**config.mk**
```make
export PLATFORM = sky130hd
export DESIGN_NAME = rf_writeback_unit
export DESIGN_NICKNAME = d
export VERILOG_FILES = /design/src/rtl/rf_writeback_unit.sv
export SDC_FILE = /design/constraint.sdc
export NUM_CORES = 1
export LEC_CHECK = 0
export CORE_MARGIN = 10
export CORE_UTILIZATION = 40
export CTS_BUF_LIST = sky130_fd_sc_hd__clkbuf_8
export CTS_CLUSTER_DIAMETER = 120
export CTS_CLUSTER_SIZE = 14
export DETAILED_ROUTE_END_ITERATION = 6
export HOLD_SLACK_MARGIN = 0.02
export MAX_ROUTING_LAYER = met4
export PLACE_DENSITY_LB_ADDON = 0.1
export SYNTH_ARGS = -nofsm -noshare
export SYNTH_HDL_FRONTEND = slang
export SYNTH_SLANG_ARGS = --single-unit
export TNS_END_PERCENT = 1
```
**constraint.sdc**
```tcl
create_clock -name clk -period 10.2 [get_ports clk]
set_input_delay 1.02 -clock clk [delete_from_list [all_inputs] [get_ports clk]]
set_output_delay 1.02 -clock clk [all_outputs]
set_load 0.02 [all_outputs]
```
**src/rtl/rf_writeback_unit.sv**
```systemverilog
// Register-file write-side arbiter: ALU results win the single write port,
// losing loads queue in an in-order FIFO, and pending-write hits feed decode stalls.
module rf_writeback_unit #(
  parameter int unsigned DATA_W = 32,
  parameter int unsigned ADDR_W = 5,
  parameter int unsigned DEPTH  = 4
) (
  input  logic                        clk,
  input  logic                        rst_n,
  input  logic                        alu_valid,
  output logic                        alu_ready,
  input  logic [ADDR_W-1:0]           alu_rd,
  input  logic [DATA_W-1:0]           alu_data,
  input  logic                        ld_valid,
  output logic                        ld_ready,
  input  logic [ADDR_W-1:0]           ld_rd,
  input  logic [DATA_W-1:0]           ld_data,
  output logic                        reg_write,
  output logic [ADDR_W-1:0]           write_register,
  output logic [DATA_W-1:0]           write_data,
  input  logic [ADDR_W-1:0]           read_reg_1,
  input  logic [ADDR_W-1:0]           read_reg_2,
  output logic                        pend_hit_1,
  output logic                        pend_hit_2,
  output logic [$clog2(DEPTH):0]      fifo_count
);

  localparam int unsigned PTR_W = $clog2(DEPTH);
  localparam int unsigned CNT_W = PTR_W + 1;

  logic [ADDR_W-1:0] r_rd   [DEPTH];
  logic [DATA_W-1:0] r_data [DEPTH];
  logic [DEPTH-1:0]  r_vld;
  logic [PTR_W-1:0]  r_wptr;
  logic [PTR_W-1:0]  r_rptr;
  logic [CNT_W-1:0]  r_count;
  logic              r_reg_write;
  logic [ADDR_W-1:0] r_write_register;
  logic [DATA_W-1:0] r_write_data;

  logic w_waw;
  logic w_hit_1;
  logic w_hit_2;
  logic w_alu_fire;
  logic w_ld_fire;
  logic w_empty;
  logic w_pop;
  logic w_bypass;
  logic w_push;

  // Occupied-entry address matches: WAW guard for the ALU and decode stall hits.
  always_comb begin
    w_waw   = 1'b0;
    w_hit_1 = 1'b0;
    w_hit_2 = 1'b0;
    for (int i = 0; i < int'(DEPTH); i++) begin
      if (r_vld[i] && (r_rd[i] == alu_rd))     w_waw   = 1'b1;
      if (r_vld[i] && (r_rd[i] == read_reg_1)) w_hit_1 = 1'b1;
      if (r_vld[i] && (r_rd[i] == read_reg_2)) w_hit_2 = 1'b1;
    end
  end

  assign alu_ready  = ~w_waw;
  assign ld_ready   = (r_count < CNT_W'(DEPTH));
  assign w_alu_fire = alu_valid & alu_ready;
  assign w_ld_fire  = ld_valid & ld_ready;
  assign w_empty    = (r_count == '0);
  assign w_pop      = ~w_alu_fire & ~w_empty;
  assign w_bypass   = ~w_alu_fire & w_empty & w_ld_fire;
  assign w_push     = w_ld_fire & ~w_bypass;

  assign pend_hit_1 = w_hit_1 | (r_reg_write & (r_write_register == read_reg_1));
  assign pend_hit_2 = w_hit_2 | (r_reg_write & (r_write_register == read_reg_2));

  assign reg_write      = r_reg_write;
  assign write_register = r_write_register;
  assign write_data     = r_write_data;
  assign fifo_count     = r_count;

  // FIFO payload storage; occupancy is tracked separately so it needs no reset.
  always_ff @(posedge clk) begin
    if (w_push) begin
      r_rd[r_wptr]   <= ld_rd;
      r_data[r_wptr] <= ld_data;
    end
  end

  always_ff @(posedge clk or negedge rst_n) begin
    if (!rst_n) begin
      r_reg_write      <= 1'b0;
      r_write_register <= '0;
      r_write_data     <= '0;
      r_vld            <= '0;
      r_wptr           <= '0;
      r_rptr           <= '0;
      r_count          <= '0;
    end else begin
      if (w_alu_fire) begin
        r_reg_write      <= 1'b1;
        r_write_register <= alu_rd;
        r_write_data     <= alu_data;
      end else if (!w_empty) begin
        r_reg_write      <= 1'b1;
        r_write_register <= r_rd[r_rptr];
        r_write_data     <= r_data[r_rptr];
      end else if (w_ld_fire) begin
        r_reg_write      <= 1'b1;
        r_write_register <= ld_rd;
        r_write_data     <= ld_data;
      end else begin
        r_reg_write      <= 1'b0;
      end

      if (w_pop) begin
        r_vld[r_rptr] <= 1'b0;
        r_rptr        <= r_rptr + PTR_W'(1);
      end
      if (w_push) begin
        r_vld[r_wptr] <= 1'b1;
        r_wptr        <= r_wptr + PTR_W'(1);
      end

      case ({w_push, w_pop})
        2'b10:   r_count <= r_count + CNT_W'(1);
        2'b01:   r_count <= r_count - CNT_W'(1);
        default: r_count <= r_count;
      endcase
    end
  end

endmodule

```
======== Yosys cells after proc, flatten, opt, wreduce, memory -nomap -nowiden ========
Memories as Yosys holds them, arrays and structs flattened.
Cells that the tools add are included.
Widths: inputs -> output; s select.
storage, ports and cells
  register bits after elaboration ......... 49
  RAM bits ................................ 148
  input bits .............................. 88
  output and inout port bits .............. 45
  logic and storage cells ................. 98
  memories ................................ 2
memories
  memory  depth  bits a word  rd ports  clocked after memory_dff  write ports  RTL line  RTL
  r_data  4      32           1         0                         1            32        logic [DATA_W-1:0] r_data [DEPTH];
  r_rd    4      5            5         0                         1            31        logic [ADDR_W-1:0] r_rd [DEPTH];
operators by class
  add/sub/neg operators ................... 4
  magnitude comparators ................... 5
  equal/unequal tests ..................... 17
  muxes and demuxes ....................... 30
  bitwise operators ....................... 17
  reductions and logical operators ........ 16
operators by type and width
  cell                 count
  $mux 32              3
  $eq 5x5->1           14
  $mux 1               19
  $mux 5               3
  $logic_and 1x1->1    14
  $and 1x1->1          8
  $mux 4               2
  $lt 2x3->1 const B   2
  $pmux 3 s2           1
  $add 2x1->2 const B  2
  $and 4x4->4          1
  $demux 1 s2          2
  $ge 2x1->1 const B   2
  $not 1->1            4
  $not 4->4            1
  $or 4x4->4           1
  $add 3x1->3 const B  1
  $logic_not 3->1      1
  $lt 3x3->1 const B   1
  $ne 3x3->1 const B   1
  $sub 3x1->3 const B  1
  $eq 2x1->1 const B   1
  $eq 2x2->1 const B   1
  $or 1x1->1           2
  $reduce_bool 2->1    1

======== Longest topological paths before layout ========
  depth after elaboration ................. 15
  gate-level depth with buffers ........... 15
  mapped depth without buffers ............ 12

======== Worst setup path after synthesis ========
Ideal clock, no wire load.
  kind .................................... input port to flip-flop
  start point ............................. input alu_rd[3]
  end point ............................... memory r_data[0][0] (enable)
  setup time .............................. 0.444 ns
  data arrival time ....................... 3.897 ns
  data required time ...................... 9.756 ns
  path slack .............................. 5.859 ns
  stages .................................. 9
  path buffers ............................ 3
  cells stage by stage .................... buf_2 xor2_1 nor4_1 nand3_1 and4_4 buf_6 nand2_8 buf_6 a21oi_1
on the way
  word-level cells in the longest chain between the ends .. 15
  elaborated cells between the ends (all ways) .. 21
  those cells by class .................... eq/ne (4); mux (6); bitwise (7); reduce/logical (4)
ends and longest elaborated chain
  element                           RTL line  RTL
  start, declared                   12        input logic [ADDR_W-1:0] alu_rd,
  $eq 5x5->1                        57        if (r_vld[i] && (r_rd[i] == alu_rd)) w_waw = 1'b1;
  $logic_and 1x1->1                 57
  $mux 1 (3 in series)              57
  $mux 1 (*)                        57
  $not 1->1 (*)                     63        assign alu_ready = ~w_waw;
  via alu_ready                     11        output logic alu_ready,
  $and 1x1->1 (*)                   65        assign w_alu_fire = alu_valid & alu_ready;
  $not 1->1 (*)                     69        assign w_bypass = ~w_alu_fire & w_empty & w_ld_fire;
  $and 1x1->1 (*) (2 in series)     69
  $not 1->1 (*)                     70        assign w_push = w_ld_fire & ~w_bypass;
  $and 1x1->1 (*)                   70
  $mux 1 (*)                        82        if (w_push) begin
  $mux 1 (implied by the code) (*)  84        r_data[r_wptr] <= ld_data;
  end, declared                     32
The timed path passes the listed nets; every way through them passes the cells marked *.

======== Worst setup path after layout ========
  start point ............................. input alu_rd[1]
  end point ............................... output alu_ready
on the way
  word-level cells in the longest chain between the ends .. 7
  elaborated cells between the ends (all ways) .. 13
  those cells by class .................... eq/ne (4); mux (4); bitwise (1); reduce/logical (4)
ends and longest elaborated chain
  element               RTL line
  $eq 5x5->1            57
  $logic_and 1x1->1     57
  $mux 1 (3 in series)  57
  $mux 1 (*)            57
  $not 1->1 (*)         63
  end, declared         11
Every way passes the cells marked *; elsewhere a longest branch is shown, timed or not.

==> results.yml <==
synth:
  synth.top_cells.by_area: "edfxtp_1 49%, dfrtp_1 13%, mux4_2 9.1%, xor2_1 5.5%, mux2_2 4.1%"
  synth_area_mm2: 0.00914
  syn_inst: 632
  seq_area_frac_synth_pct: 62.0
  ys_ff_latch: 197
  avgSynthCellArea_um2: 14.5
  synth_largest_area_cell: "edfxtp_1"
  ys_warn_count: 0
  synth_nets: 730
  yosysUniqueCellTypes: 36
  yosysTopAreaCellShare_pct: 48.6
sta:
  finClkSkew_ns: 0.0153
  rsz0062_at_grt: "no"
  final.setup.tns_ns: 0
  final-hold-violation-count: 0
  setup_viol: 0
  period_share_pct: 39.9
  tightest_slew_ns: 1.10
  slew_violations: 0
  fmax_mhz: 246
  setup_ws_ns: 6.13
  timing.slew.headroom_pct: 26.9
  post-route-min-period_ns: 4.07
finish:
  area_growth_pct: 21.7
  fin_nets: 842
  antenna_cells: 0
  drive_above_1_share_pct: 16.4
  final_cells: 1042
drt:
  vias: 5593
  detail-route-antenna-nets: 0
  met2_length_um: 11200
  firstDrtPassIters: 4
  wl_met3_um: 1040
  routedWlPerCell_um: 21.6
  drt-met1-wl_um: 9990
  drc_errors: 0
  vias_per_cell: 5.37
  drt_iter0_drc: 287
  wirelength_um: 22500
  routed.top_layer: "met4"
power:
  powerDensity_mw_per_mm2: 262
  pwr-share-seq_pct: 41.8
  ir_drop_mv: 0.114
  p_comb_share_pct: 38.6
  p_int_mw: 1.88
  p_leak_nw: 3.92
  p_sw_share_pct: 35.6
  clkPwrFrac_pct: 19.6
  finalPower_mw: 2.91
  p_sw_mw: 1.04
place:
  port_buffers: 132
  dp_hpwl_um: 14700
  post-place-ws_ns: 6.02
  gp_congestion: 0.922
  dp.cells: 1010
critical_path:
  cpMaxStageDelayCell: "clkdlybuf4s50_1"
  path_max_fanout: 10
  reg2regPathDepth: 12
  crit_family: "buffers and inverters"
  rrSetupSlack_ns: 7.16
  path_cells: "clkdlybuf4s50_1 -> xor2_1 -> nor4_1 -> nand3_1 -> and4_4 -> clkdlybuf4s50_1"
  reg2reg_to: "fifo_count[2]$_DFFE_PN0P_"
  critPathMaxStageDelay_ns: 0.56
  cpMostUsedCell: "clkdlybuf4s50_1"
  end_kind: "output port"
  rr_startpoint: "r_rd[0][0]$_DFFE_PP_"
  crit_type: "in -> out"
  arrival_ns: 3.05
  crit_path_start_kind: "input port"
  critPathBufInv: 2
  cp-startpoint: "alu_rd[1]"
  crit_required_ns: 9.18
global_route:
  overflow: 0
  grt_pass1_wl_um: 35500
  grt_usage_pct: 16.2
  antenna_found_initial: 0
  grt_max_degree: 87
  grt_pass1_vias: 6272
outcome:
  status: "complete, no violations"
clock_network:
  insertion_delay_ns: 0.46
  cts_hold_buf: 0
  cts_buffers: 17
  path_clk_slew_ns: 0.11
  cts_sinks: 197
  cts_tree: "done"
  ctsResizeCount: 0
  clockBufferDepth: 2
  htreeDepth: 4
  cts_root_buffer: "clkbuf_8"
  post_cts_buffers: 0
min_path:
  worst_hold_path_type: "reg -> reg"
  hold_path_depth: 1
  worstHoldStart: "fifo_count[0]$_DFFE_PN0P_"
  whs_endpoint: "fifo_count[0]$_DFFE_PN0P_"
die:
  die_x_um: 171
  fp.coreArea_mm2: 0.0226
  fp-row-count: 55
  start_util_pct: 40.5
  ios: 133
  fp.dieH_um: 171
  die_area_mm2: 0.0293
job:
  max_cap_violations: 0
## worst max-delay path by stage
stage                                     end  slack [ns]  cells after the start
global route                       pend_hit_1        6.00                      7
finish                              alu_ready        6.13                      6
CTS                                 alu_ready        6.12                      6
floorplan              r_data[0][0]$_DFFE_PP_        5.86                      9
detailed placement  fifo_count[2]$_DFFE_PN0P_        6.02                     13
global placement    fifo_count[2]$_DFFE_PN0P_        6.13                     13
## power by group through the flow
stage                     Combinational [mW]  Clock, mW  Sequential [mW]
after detailed placement                1.15          0             1.24
after floorplan                        0.686          0             1.25
after CTS                               1.15      0.589             1.22
after global routing                    1.23      0.622             1.25
final                                   1.12      0.572             1.22
after global placement                  1.13          0             1.23
## cell usage in the layout (no fill, tap or decap), types with 2 or more instances in the layout
cell / synthesis / routed
xor2_1: 57 / 57
bufinv_16: 0 / 4
and3_1: 2 / 2
nand2_1: 82 / 81
dfrtp_2: 0 / 2
a41oi_1: 4 / 4
inv_6: 0 / 8
a31oi_1: 43 / 43
a21oi_4: 1 / 5
mux2_1: 5 / 5
nand3_1: 15 / 15
nor4_1: 14 / 14
mux4_2: 37 / 37
xnor2_1: 17 / 17
clkdlybuf4s50_1: 0 / 131
o21bai_1: 4 / 4
edfxtp_1: 148 / 148
clkinv_8: 0 / 2
dfrtp_1: 49 / 47
nor2_1: 38 / 38
buf_4: 1 / 8
inv_1: 8 / 8
clkbuf_8: 0 / 17
mux2_2: 33 / 33
nand4_1: 4 / 4
ha_1: 9 / 9
## per-layer routing
| layer | global-route usage, % | up-vias |
|---|---|---|
| li1 | - | 2569 |
| met1 | 20.4 | 2851 |
| met2 | 26.3 | 149 |
| met3 | 3.02 | 24 |
| met4 | 4.61 | 0 |
| met5 | - | - |
## sequential cells by signal, summed over array words and instances, names as in the netlist
register / count
r_wptr: 2
reg_write: 1
r_rd: 20
r_rptr: 2
write_data: 32
r_vld: 4
fifo_count: 3
r_data: 128
write_register: 5
## per-stage QoR
step | hold slack, ns | util, % | cell area (um^2)
detailed placement | 0.551 | 47.2 | 10700
global route | 0.606 | 49.3 | 11100
finish | 0.564 | 49.3 | 11100
global placement | 0.527 | 47.2 | 10700
CTS | 0.570 | 49.3 | 11100
floorplan | 0.537 | - | 9140
## cell families (layout without fill, tap and decap cells)
family          after synthesis  count (layout)  synth area share [%]
flops                       197             197                  62.0
buf+inv                      55             180                  3.35
fa+ha+maj                    10              10                  1.45
xor+xnor                     74              74                  7.09
mux                          77              77                  14.1
simple gates                160             160                  7.65
compound gates               59              59                  4.34
## layout make-up
| class | count | area [um^2] |
|---|---|---|
| fill | 1931 | 11400 |
| clock buffer | 17 | 234 |
| sequential | 197 | 5670 |
| timing repair buffer | 140 | 1380 |
| clock inverter | 15 | 234 |
| tap | 285 | 357 |
| inverter | 8 | 30.0 |
| multi-input combinational | 380 | 3220 |
## Yosys cell counts, drive strengths merged
cell    instances
nand4           4
dfrtp          49
buf            21
and3            2
nor2b           1
mux4           37
xnor2          17
o311ai          1
a21oi           5
and4            1
mux2           39
nor3            1
clkbuf         26
nor2           38
fa              1
o21bai          4
a31oi          43
a21o            1
mux2i           1
nand3          15
inv             8
edfxtp        148
o311a           1
nand2          83
ha              9
nor4           14
xor2           57
a41oi           4
or3             1
Note: power is estimated with default switching activity, not from simulation.
